### src/rtl/counter_nb.sv
// rtl/counter_nb.sv - parametrised multi-mode counter with run-time modulus and wrap-event counter
// Optional clamp-instead-of-wrap behaviour selected by COUNTER_NB_SATURATE_EN.
module counter_nb #(
  parameter int WIDTH  = 8,
  parameter int STEP   = 3,
  parameter int WRAP_W = 4
) (
  input  logic              clk,
  input  logic              reset,
  input  logic              enable,
  input  logic [1:0]        mode,
  input  logic [WIDTH-1:0]  D,
  input  logic [WIDTH-1:0]  tc,
  output logic [WIDTH-1:0]  Q,
  output logic              rco,
  output logic              load,
  output logic [WRAP_W-1:0] wraps
);

  localparam logic [1:0] MODE_UP_STEP = 2'b00;
  localparam logic [1:0] MODE_DOWN    = 2'b01;
  localparam logic [1:0] MODE_UP_ONE  = 2'b10;
  localparam logic [1:0] MODE_LOAD    = 2'b11;

  localparam logic [WIDTH:0] STEP_EXT = (WIDTH+1)'(STEP);

  logic [WIDTH-1:0]  q_next;
  logic              rco_next;
  logic              load_next;
  logic              wrap_event;
  logic [WRAP_W-1:0] wraps_next;
  logic [WIDTH:0]    sum;
  logic [WIDTH:0]    tc_ext;
  logic              out_of_range;

  // One extra bit keeps Q+STEP from aliasing back into range at the top of the count.
  assign sum          = {1'b0, Q} + STEP_EXT;
  assign tc_ext       = {1'b0, tc};
  assign out_of_range = (Q > tc);

`ifndef COUNTER_NB_SATURATE_EN
  logic [WIDTH:0] sum_wrapped;
  assign sum_wrapped = sum - (tc_ext + 1'b1);
`endif

  always_comb begin
    q_next    = Q;
    rco_next  = 1'b0;
    load_next = 1'b0;
    if (enable) begin
      if (mode == MODE_LOAD) begin
        q_next    = D;
        load_next = 1'b1;
      end else if (out_of_range) begin
        rco_next = 1'b1;
`ifdef COUNTER_NB_SATURATE_EN
        q_next   = (mode == MODE_DOWN) ? '0 : tc;
`else
        q_next   = '0;
`endif
      end else begin
        case (mode)
          MODE_UP_STEP: begin
            if (sum <= tc_ext) begin
              q_next = sum[WIDTH-1:0];
            end else begin
              rco_next = 1'b1;
`ifdef COUNTER_NB_SATURATE_EN
              q_next   = tc;
`else
              // A large STEP against a small modulus can overshoot again after one fold.
              q_next   = (sum_wrapped > tc_ext) ? '0 : sum_wrapped[WIDTH-1:0];
`endif
            end
          end
          MODE_DOWN: begin
            if (Q == '0) begin
              rco_next = 1'b1;
`ifdef COUNTER_NB_SATURATE_EN
              q_next   = '0;
`else
              q_next   = tc;
`endif
            end else begin
              q_next = Q - 1'b1;
            end
          end
          MODE_UP_ONE: begin
            if (Q == tc) begin
              rco_next = 1'b1;
`ifdef COUNTER_NB_SATURATE_EN
              q_next   = tc;
`else
              q_next   = '0;
`endif
            end else begin
              q_next = Q + 1'b1;
            end
          end
          default: q_next = Q;
        endcase
      end
    end
  end

  // While pinned, rco stays high as a level, so only its rising edge is an event.
`ifdef COUNTER_NB_SATURATE_EN
  assign wrap_event = rco_next & ~rco;
`else
  assign wrap_event = rco_next;
`endif

  assign wraps_next = (wrap_event && (wraps != '1)) ? wraps + 1'b1 : wraps;

  always_ff @(posedge clk or negedge reset) begin
    if (!reset) begin
      Q     <= '0;
      rco   <= 1'b0;
      load  <= 1'b0;
      wraps <= '0;
    end else begin
      Q     <= q_next;
      rco   <= rco_next;
      load  <= load_next;
      wraps <= wraps_next;
    end
  end

endmodule

### config.mk
export PLATFORM = sky130hd
export DESIGN_NAME = counter_nb
export DESIGN_NICKNAME = d
export VERILOG_FILES = /design/src/rtl/counter_nb.sv
export SDC_FILE = /design/constraint.sdc
export NUM_CORES = 1
export LEC_CHECK = 0
export BUFFER_PORTS_ARGS = -buffer_cell sky130_fd_sc_hd__buf_2
export CAP_MARGIN = 20
export CORE_MARGIN = 8
export CORE_UTILIZATION = 45
export DETAILED_ROUTE_END_ITERATION = 12
export GPL_TIMING_DRIVEN = 0
export PLACE_DENSITY = 0.66
export SYNTH_ARGS = -nofsm -noshare
export SYNTH_HDL_FRONTEND = slang
export SYNTH_SLANG_ARGS = --single-unit
### constraint.sdc
create_clock -name clk -period 7.1 [get_ports clk]
set_input_delay 0.355 -clock clk [delete_from_list [all_inputs] [get_ports clk]]
set_output_delay 0.355 -clock clk [all_outputs]
set_load 0.03 [all_outputs]
Word-level counts from Yosys, hierarchy flattened
Index checks and enable logic that the tools add are counted.
{"block": "totals", "wordCells": 39, "in_bits": 21, "register_bits": 14}
{"block": "classes", "muxes": 16, "magnitude_cmp": 3, "addsub": 6, "eq_ne": 5, "reduce_logical": 5}
{"operator": "$mux 8", "count": 6}
{"operator": "$pmux 8 s3", "count": 1}
{"operator": "$add 8x1->9 const B", "count": 1}
{"operator": "$add 8x2->9 const B", "count": 1}
{"operator": "$gt 9x8->1", "count": 1}
{"operator": "$le 9x8->1", "count": 1}
{"operator": "$sub 9x9->9", "count": 1}
{"operator": "$add 8x1->8 const B", "count": 1}
{"operator": "$eq 8x8->1", "count": 1}
{"operator": "$gt 8x8->1", "count": 1}
{"operator": "$logic_not 8->1", "count": 1}
{"operator": "$mux 1", "count": 8}
{"operator": "$sub 8x1->8 const B", "count": 1}
{"operator": "$reduce_bool 5->1", "count": 1}
{"operator": "$add 4x1->4 const B", "count": 1}
{"operator": "$eq 2x2->1 const B", "count": 2}
{"operator": "$ne 4x4->1 const B", "count": 1}
{"operator": "$pmux 1 s3", "count": 1}
{"operator": "$eq 2x1->1 const B", "count": 1}
{"operator": "$logic_not 2->1", "count": 1}
{"operator": "$reduce_and 2->1", "count": 1}
{"operator": "$logic_and 1x1->1", "count": 1}

Logic depth before layout (Yosys ltp)
Gate-level depths: netlist (run 1).
{"block": "depth", "ltp_word": 8, "depth_mapped": 19, "mapped_depth_nobuf": 18}

Worst setup path before layout (run 1)
Ideal clock, no wire load.
{"block": "synth_timing", "path_kind": "register to register", "startpoint": "reg Q[0]", "endpoint": "reg Q[5]", "t_arrival_ps": 4112, "slack_ps": 2862, "stages_incl_launch_ff": 19, "t_required_ps": 6974, "path_cell_list": "dfrtp_1 -> inv_1 -> ha_1 -> nor2b_2 -> nand2_1 -> xor2_1 -> inv_1 -> ha_1 -> and3_1 -> a221oi_1 -> nor4bb_1 -> a311o_1 -> ha_1 -> o21ai_0 -> nor2_1 -> o32a_1 -> o21ai_1 -> a311o_1 -> a221o_1"}
{"block": "synth_between", "elab_chain_len": 8}
{"item": "start, declared", "line_no": "14", "text": "output logic [WIDTH-1:0] Q,"}
{"item": "start signal, assigned", "line_no": "122", "text": "Q <= q_next;"}
{"item": "$add 8x2->9", "line_no": "37", "text": "assign sum = {1'b0, Q} + STEP_EXT;"}
{"item": "$sub 9x9->9", "line_no": "43", "text": "assign sum_wrapped = sum - (tc_ext + 1'b1);"}
{"item": "$gt 9x8->1", "line_no": "72", "text": "q_next = (sum_wrapped > tc_ext) ? '0 : sum_wrapped[WIDTH-1:0];"}
{"item": "$mux 8", "line_no": "72"}
{"item": "$mux 8", "line_no": "64", "text": "if (sum <= tc_ext) begin"}
{"item": "$pmux 8 s3", "line_no": "62", "text": "case (mode)"}
{"item": "$mux 8", "line_no": "54", "text": "end else if (out_of_range) begin"}
{"item": "$mux 8", "line_no": "51", "text": "if (mode == MODE_LOAD) begin"}
Parallel ways exist; a longest one is shown, timed or not.
A chain may end at the register's enable or synchronous reset.

Worst setup path in the final report (run 1)
{"block": "layout_timing", "startpoint": "reg Q[0]", "endpoint": "reg Q[3]"}
The elaborated chain is that of the path after synthesis.

==> flow_summary.json, run 1 <==
{
  "rows": 26,
  "place_area_um2": 2519,
  "avgSynthCellArea_um2": 8.075,
  "dp_slack_ns": 2.402,
  "rr_worst_depth": 17,
  "synth-xor-area-share": 0.06973,
  "synth_area_leaders": "ha_1 (17%), dfrtp_1 (15%), a21oi_1 (4.0%)",
  "initial_core_util": 0.4542,
  "p_sw_frac": 0.5336,
  "p_leak_nw": 1.171,
  "p_total_mw": 0.9443,
  "fin_crit_ns": 4.769,
  "cts_num_sinks": 14,
  "max_freq_ghz": 0.2097,
  "synth-edff-count": 0,
  "post_drt_wl_per_cell_um": 16.55,
  "maxSlewViolCount": 0,
  "p_int_mw": 0.4404,
  "synth-main-ff-cell": "dfrtp_1",
  "netlist_area_um2": 2261,
  "vias_per_cell": 5.746,
  "dpl.cell_count": 384,
  "worst_skew_pair.late_latency_ns": 0.26,
  "slew_headroom": 0.3257,
  "endpoint_kind": "register",
  "min_from": "D[6]",
  "num_antenna_cells": 0,
  "clk_pin_slew_ns": 0.07,
  "htree_levels": 1,
  "multi_input_area_um2": 1744,
  "cts_buffers": 3,
  "final.period_utilization": 0.6717,
  "synth_compound_area_frac": 0.2745,
  "seq_area_frac_synth": 0.1550,
  "grt_antenna_before_repair": 0,
  "skew_ns": 0.005598,
  "grt_pass1_vias": 2173,
  "drive_gt1_frac": 0.1881,
  "worstMarginPinSlew_ns": 1.000,
  "drc_errors": 0,
  "hold_class": "input pin to register",
  "drt_pass1_iterations": 4,
  "core_area_um2": 4977,
  "yosys.area.top_type": "ha_1",
  "place_congestion": 0.8709,
  "ios": 35,
  "holdPathStages": 3,
  "die-area_um2": 7548,
  "fp.dieH_um": 86.88,
  "syn-num-nets": 333,
  "root_buffer": "clkbuf_8",
  "critPathArrivalTime_ns": 4.89,
  "post-synth-top-count-cell": "ha_1",
  "whs_ns": 0.3685,
  "postLayoutCoreUtil": 0.5191,
  "yosys_warnings": 0,
  "track_usage": 0.1758,
  "ant_nets": 0,
  "fin_area_um2": 2584,
  "die_w_um": 86.88,
  "drtIter0Drc": 182,
  "fillCellCount": 516,
  "setup_viol": 0,
  "final-hold-violation-count": 0,
  "dp.final_hpwl_um": 5185,
  "synthAdderAreaFrac": 0.1804,
  "syn2layout_area_growth_pct": 14.28,
  "maxCapViolCount": 0,
  "grt_setup_unrepaired": "no",
  "startpoint_type": "register",
  "critical_path_class": "register to register",
  "cts_setup_buffers": 0,
  "synth_top_family_by_area": "compound AO/OA/AOI/OAI gates",
  "power_frac_clock": 0.086,
  "power_density_nw_per_um2": 365.5,
  "ys_seq_elements": 14,
  "layout.nets": 373,
  "synthDistinctLibCells": 65,
  "routed_wl_um": 6438,
  "critPathMaxFanout": 11,
  "timing.setup.tns_ns": 0,
  "max-vdd-ir-drop_mv": 0.1688,
  "netlist_top_cells_count": "ha_1 (31), inv_1 (22), nor2_1 (21)",
  "grt_overflow": 0,
  "r2r_start": "Q[0]",
  "synthSimpleGateAreaFrac": 0.2280,
  "clockBufferDepth": 2,
  "syn_inst": 280,
  "port_buffers": 34,
  "stdcell_count": 389,
  "outcome": "complete, no violations",
  "r2r_slack_ns": 2.33,
  "cts_tree": "built",
  "synth_top_cell_area_share": 0.1716,
  "grt_first_pass_wirelength_um": 10720,
  "synth-async-reset-ratio": 1.000,
  "seq_power_share": 0.148,
  "min_to": "Q[6]",
  "switchingPower_mw": 0.5039,
  "setup_slack_ns": 2.331,
  "power_frac_comb": 0.766,
  "regArea_um2": 350.3,
  "grt_max_degree": 15,
  "vias": 2235,
  "crit_required_ns": 7.22,
  "synthMuxAreaShare": 0.01882,
  "r2r-end": "Q[3]"
}
## per-layer routing
| layer | up-vias | track usage | share of wire |
|---|---|---|---|
| met2 | 64 | 0.2887 | 0.45 |
| met5 | - | 0 | 0 |
| met4 | 0 | 0.05790 | 0.017 |
| met3 | 9 | 0.02736 | 0.069 |
| li1 | 1132 | - | - |
| met1 | 1030 | 0.2272 | 0.46 |
## critical path, stage by stage, from the launching register on
cell,delay [ns]
dfrtp_1,0.54
inv_1,0.16
ha_1,0.31
nor2b_2,0.17
nand2_1,0.08
xor2_1,0.18
inv_1,0.08
ha_1,0.35
and3_1,0.20
a221oi_1,0.44
nor4bb_1,0.11
a311o_1,0.38
ha_1,0.31
nand3_1,0.08
o32a_1,0.28
o21ai_1,0.34
a311oi_1,0.21
o311ai_0,0.42
## what timing repair did
| action | 4_1_cts | 5_1_grt |
|---|---|---|
| hold buffers | 1 | 0 |
| endpoints found under the setup margin | 0 | 0 |
| hold endpoints to repair | 6 | 0 |
| gates resized for setup | 0 | 0 |
## cells in the final DEF (no fill, tap or decap), types with 4 or more instances in the layout
cell      count
buf_2        38
ha_1         31
inv_1        22
nor2_1       21
a21oi_1      18
dfrtp_1      14
nand2_1      14
nand3_1      10
o21ai_0       9
xor2_1        9
xnor2_1       9
nor3_1        9
and3_1        7
nand4_1       6
clkbuf_1      5
a211oi_1      5
a311oi_1      5
o31ai_1       5
or3_1         4
nand2b_1      4
a311o_1       4
o221ai_1      4
clkbuf_8      4
## sequential cells by signal, indices dropped and copies added (netlist names)
register	flops
Q	8
rco	1
load	1
wraps	4
## cell type report
| type | instances | share of cell area |
|---|---|---|
| Timing Repair Buffer | 35 | 0.06973 |
| Clock buffer | 4 | 0.02131 |
| Multi-Input combinational cell | 230 | 0.6751 |
| Sequential cell | 14 | 0.1356 |
| Inverter | 22 | 0.03196 |
| Buffer | 14 | 0.03245 |
| Tap cell | 70 | 0.03390 |
## power by group through the flow
stage          sequential [mW]  clock, mW  combinational [mW]
2_1_floorplan            0.189          0               0.499
3_3_place_gp             0.141          0               0.705
3_5_place_dp             0.141          0               0.715
4_1_cts                  0.140     0.0824               0.719
5_1_grt                  0.144     0.0852               0.807
6_report                 0.140     0.0814               0.723
## worst max path at each step
stage	startpoint	endpoint	depth (start not counted)
detailed placement	Q[0]	Q[3]	17
finish	Q[0]	Q[3]	17
global route	Q[0]	Q[3]	17
global placement	Q[0]	Q[3]	17
floorplan	Q[0]	Q[5]	18
CTS	Q[0]	Q[3]	17
## logic make-up (layout without fill, tap and decap cells)
family	after synthesis	in the layout
AO/OA/AOI/OAI	83	83
multiplexers	4	4
XOR/XNOR	18	18
flip-flops	14	14
AND/OR/NAND/NOR	93	93
adder cells (fa/ha/maj)	32	32
buffers and inverters	36	75
Note: power is estimated with default switching activity, not from simulation.
==> inputs of run 2 (changes only) <==
==> constraint.sdc (replaced) <==
create_clock -name clk -period 4.95 [get_ports clk]
set_input_delay 0.2475 -clock clk [delete_from_list [all_inputs] [get_ports clk]]
set_output_delay 0.2475 -clock clk [all_outputs]
set_load 0.03 [all_outputs]
==> run 2 against run 1 <==
  * Power increased by 45%
  * Setup slack got worse by 1.8 ns
  * Sequential power increased by 43%
  * Via count decreased by 0.18%
  * Sequential share of layout area decreased by 0.052 points
  * Global-route usage unchanged
  * Worst hold slack got worse by 0.11 ns
==> flow_summary.json, run 2 (synthesis gave the netlist of run 1 again) <==
{
  "outcome": "complete, no violations",
  "min_from": "D[6]",
  "layout.nets": 373,
  "crit_required_ns": 5.07,
  "p_sw_frac": 0.5341,
  "initial_core_util": 0.4542,
  "drc_errors": 0,
  "critPathMaxFanout": 11,
  "grt_antenna_before_repair": 0,
  "ios": 35,
  "maxSlewViolCount": 0,
  "dpl.cell_count": 384,
  "final.period_utilization": 0.8988,
  "largest_reg_flops": 8,
  "place_area_um2": 2519,
  "setup_viol": 0,
  "dp.final_hpwl_um": 5185,
  "worstMarginPinSlew_ns": 1.028,
  "slowest_stage": "dfrtp_1",
  "track_usage": 0.1758,
  "vias": 2231,
  "p_total_mw": 1.368,
  "stdcell_count": 389,
  "slew_headroom": 0.3072,
  "die-area_um2": 7548,
  "routed_wl_um": 6440,
  "fin_crit_ns": 4.449,
  "worst_skew_pair.late_latency_ns": 0.26,
  "p_leak_nw": 1.174,
  "htree_levels": 1,
  "r2r_start": "Q[0]",
  "fp.dieH_um": 86.88,
  "endpoint_kind": "register",
  "seq_power_share": 0.146,
  "ant_nets": 0,
  "cts_num_sinks": 14,
  "max_freq_ghz": 0.2248,
  "cp_common_cell": "ha_1",
  "num_antenna_cells": 0,
  "grt_pass1_vias": 2173,
  "skew_ns": 0.007054,
  "grt_max_degree": 15,
  "rr_worst_depth": 17,
  "rows": 26,
  "r2r-end": "Q[3]",
  "root_buffer": "clkbuf_8",
  "place_congestion": 0.8709,
  "startpoint_type": "register",
  "maxCapViolCount": 0,
  "hold_class": "input pin to register",
  "grt_setup_unrepaired": "no",
  "slowest_delay_ns": 0.54,
  "critPathArrivalTime_ns": 4.57,
  "r2r_slack_ns": 0.50,
  "regMostFlops": "Q",
  "power_frac_clock": 0.086,
  "port_buffers": 34,
  "cts_tree": "built",
  "vias_per_cell": 5.735,
  "cts_setup_buffers": 0,
  "syn2layout_area_growth_pct": 14.72,
  "reg_top3": "Q: 8 flops, wraps: 4 flops",
  "mostFrequentLayoutCells": "buf_2 (38), ha_1 (31), inv_1 (22)",
  "drive_gt1_frac": 0.1944,
  "core_area_um2": 4977,
  "final-hold-violation-count": 0,
  "post_drt_wl_per_cell_um": 16.56,
  "grt_overflow": 0,
  "min_to": "Q[6]",
  "grt_first_pass_wirelength_um": 10720,
  "switchingPower_mw": 0.7305,
  "die_w_um": 86.88,
  "drtIter0Drc": 223,
  "power_density_nw_per_um2": 527.3,
  "timing.setup.tns_ns": 0,
  "power_frac_comb": 0.768,
  "holdPathStages": 3,
  "final_common_cell": "buf_2",
  "cts_buffers": 3,
  "critical_path_class": "register to register",
  "postLayoutCoreUtil": 0.5211,
  "p_int_mw": 0.6373,
  "drt_pass1_iterations": 4,
  "max-vdd-ir-drop_mv": 0.2426,
  "clk_pin_slew_ns": 0.07,
  "fin_area_um2": 2594,
  "clockBufferDepth": 2,
  "path_cells": "inv_1, ha_1, nor2b_2, nand2_1, xor2_1, inv_1, ha_1, and3_1, a221oi_2, nor4bb_1, a311o_1, ha_1, nor4_1, o21ai_0, o21ai_2, a311oi_1, o311ai_0"
}
## run 2: cell counts in the layout (fill, tap and decap cells not counted)
No cell type changed its count.
## run 2: area by class of cell
| type | instances | area (um^2) |
|---|---|---|
| Buffer | 14 | 83.83 |
| Multi-Input combinational cell | 230 | 1754 |
| Tap cell | 70 | 87.58 |
| Fill cell | 513 | 2384 |
| Clock buffer | 4 | 55.05 |
| Sequential cell | 14 | 350.3 |
| Timing Repair Buffer | 35 | 180.2 |
| Inverter | 22 | 82.58 |
## run 2: worst max-delay path by stage
stage	startpoint	endpoint	cells after the start
detailed placement	Q[0]	Q[3]	17
global placement	Q[0]	Q[3]	17
finish	Q[0]	Q[3]	17
global route	Q[0]	Q[3]	17
floorplan	Q[0]	Q[5]	18
CTS	Q[0]	Q[3]	17
## run 2: routing by layer
| metal | track usage | part of all wire | vias up |
|---|---|---|---|
| li1 | - | - | 1132 |
| met1 | 0.2272 | 0.46 | 1026 |
| met2 | 0.2887 | 0.46 | 68 |
| met3 | 0.02736 | 0.066 | 5 |
| met4 | 0.05790 | 0.011 | 0 |
| met5 | 0 | 0 | - |
## run 2: power groups by stage
| stage | Combinational [mW] | Clock (mW) | Sequential, mW |
|---|---|---|---|
| after floorplan | 0.716 | 0 | 0.270 |
| after global placement | 1.01 | 0 | 0.202 |
| after detailed placement | 1.03 | 0 | 0.202 |
| after CTS | 1.03 | 0.118 | 0.200 |
| after global routing | 1.17 | 0.122 | 0.207 |
| final | 1.05 | 0.117 | 0.200 |
## run 2: worst max-delay path, delay by kind of cell (launching register included)
| family | cells | cell delay [ns] |
|---|---|---|
| flip-flops | 1 | 0.54 |
| buffers and inverters | 2 | 0.23 |
| adder cells (fa/ha/maj) | 3 | 0.88 |
| AO/OA/AOI/OAI | 6 | 1.77 |
| XOR/XNOR | 1 | 0.19 |
| AND/OR/NAND/NOR | 5 | 0.73 |
## run 2: stage by stage
step | hold WS [ns] | setup slack (ns)
after floorplan | -0.04809 | 0.7117
after global placement | 0.1665 | 0.3326
after detailed placement | 0.1649 | 0.2521
after CTS | 0.2615 | 0.2179
after global routing | 0.2923 | 0.1100
final | 0.2620 | 0.5008
## run 2: timing repair
item,4_1_cts,5_1_grt
hold endpoints to repair,14,0
endpoints found under the setup margin,0,8
hold buffers,1,0
gates resized for setup,0,2
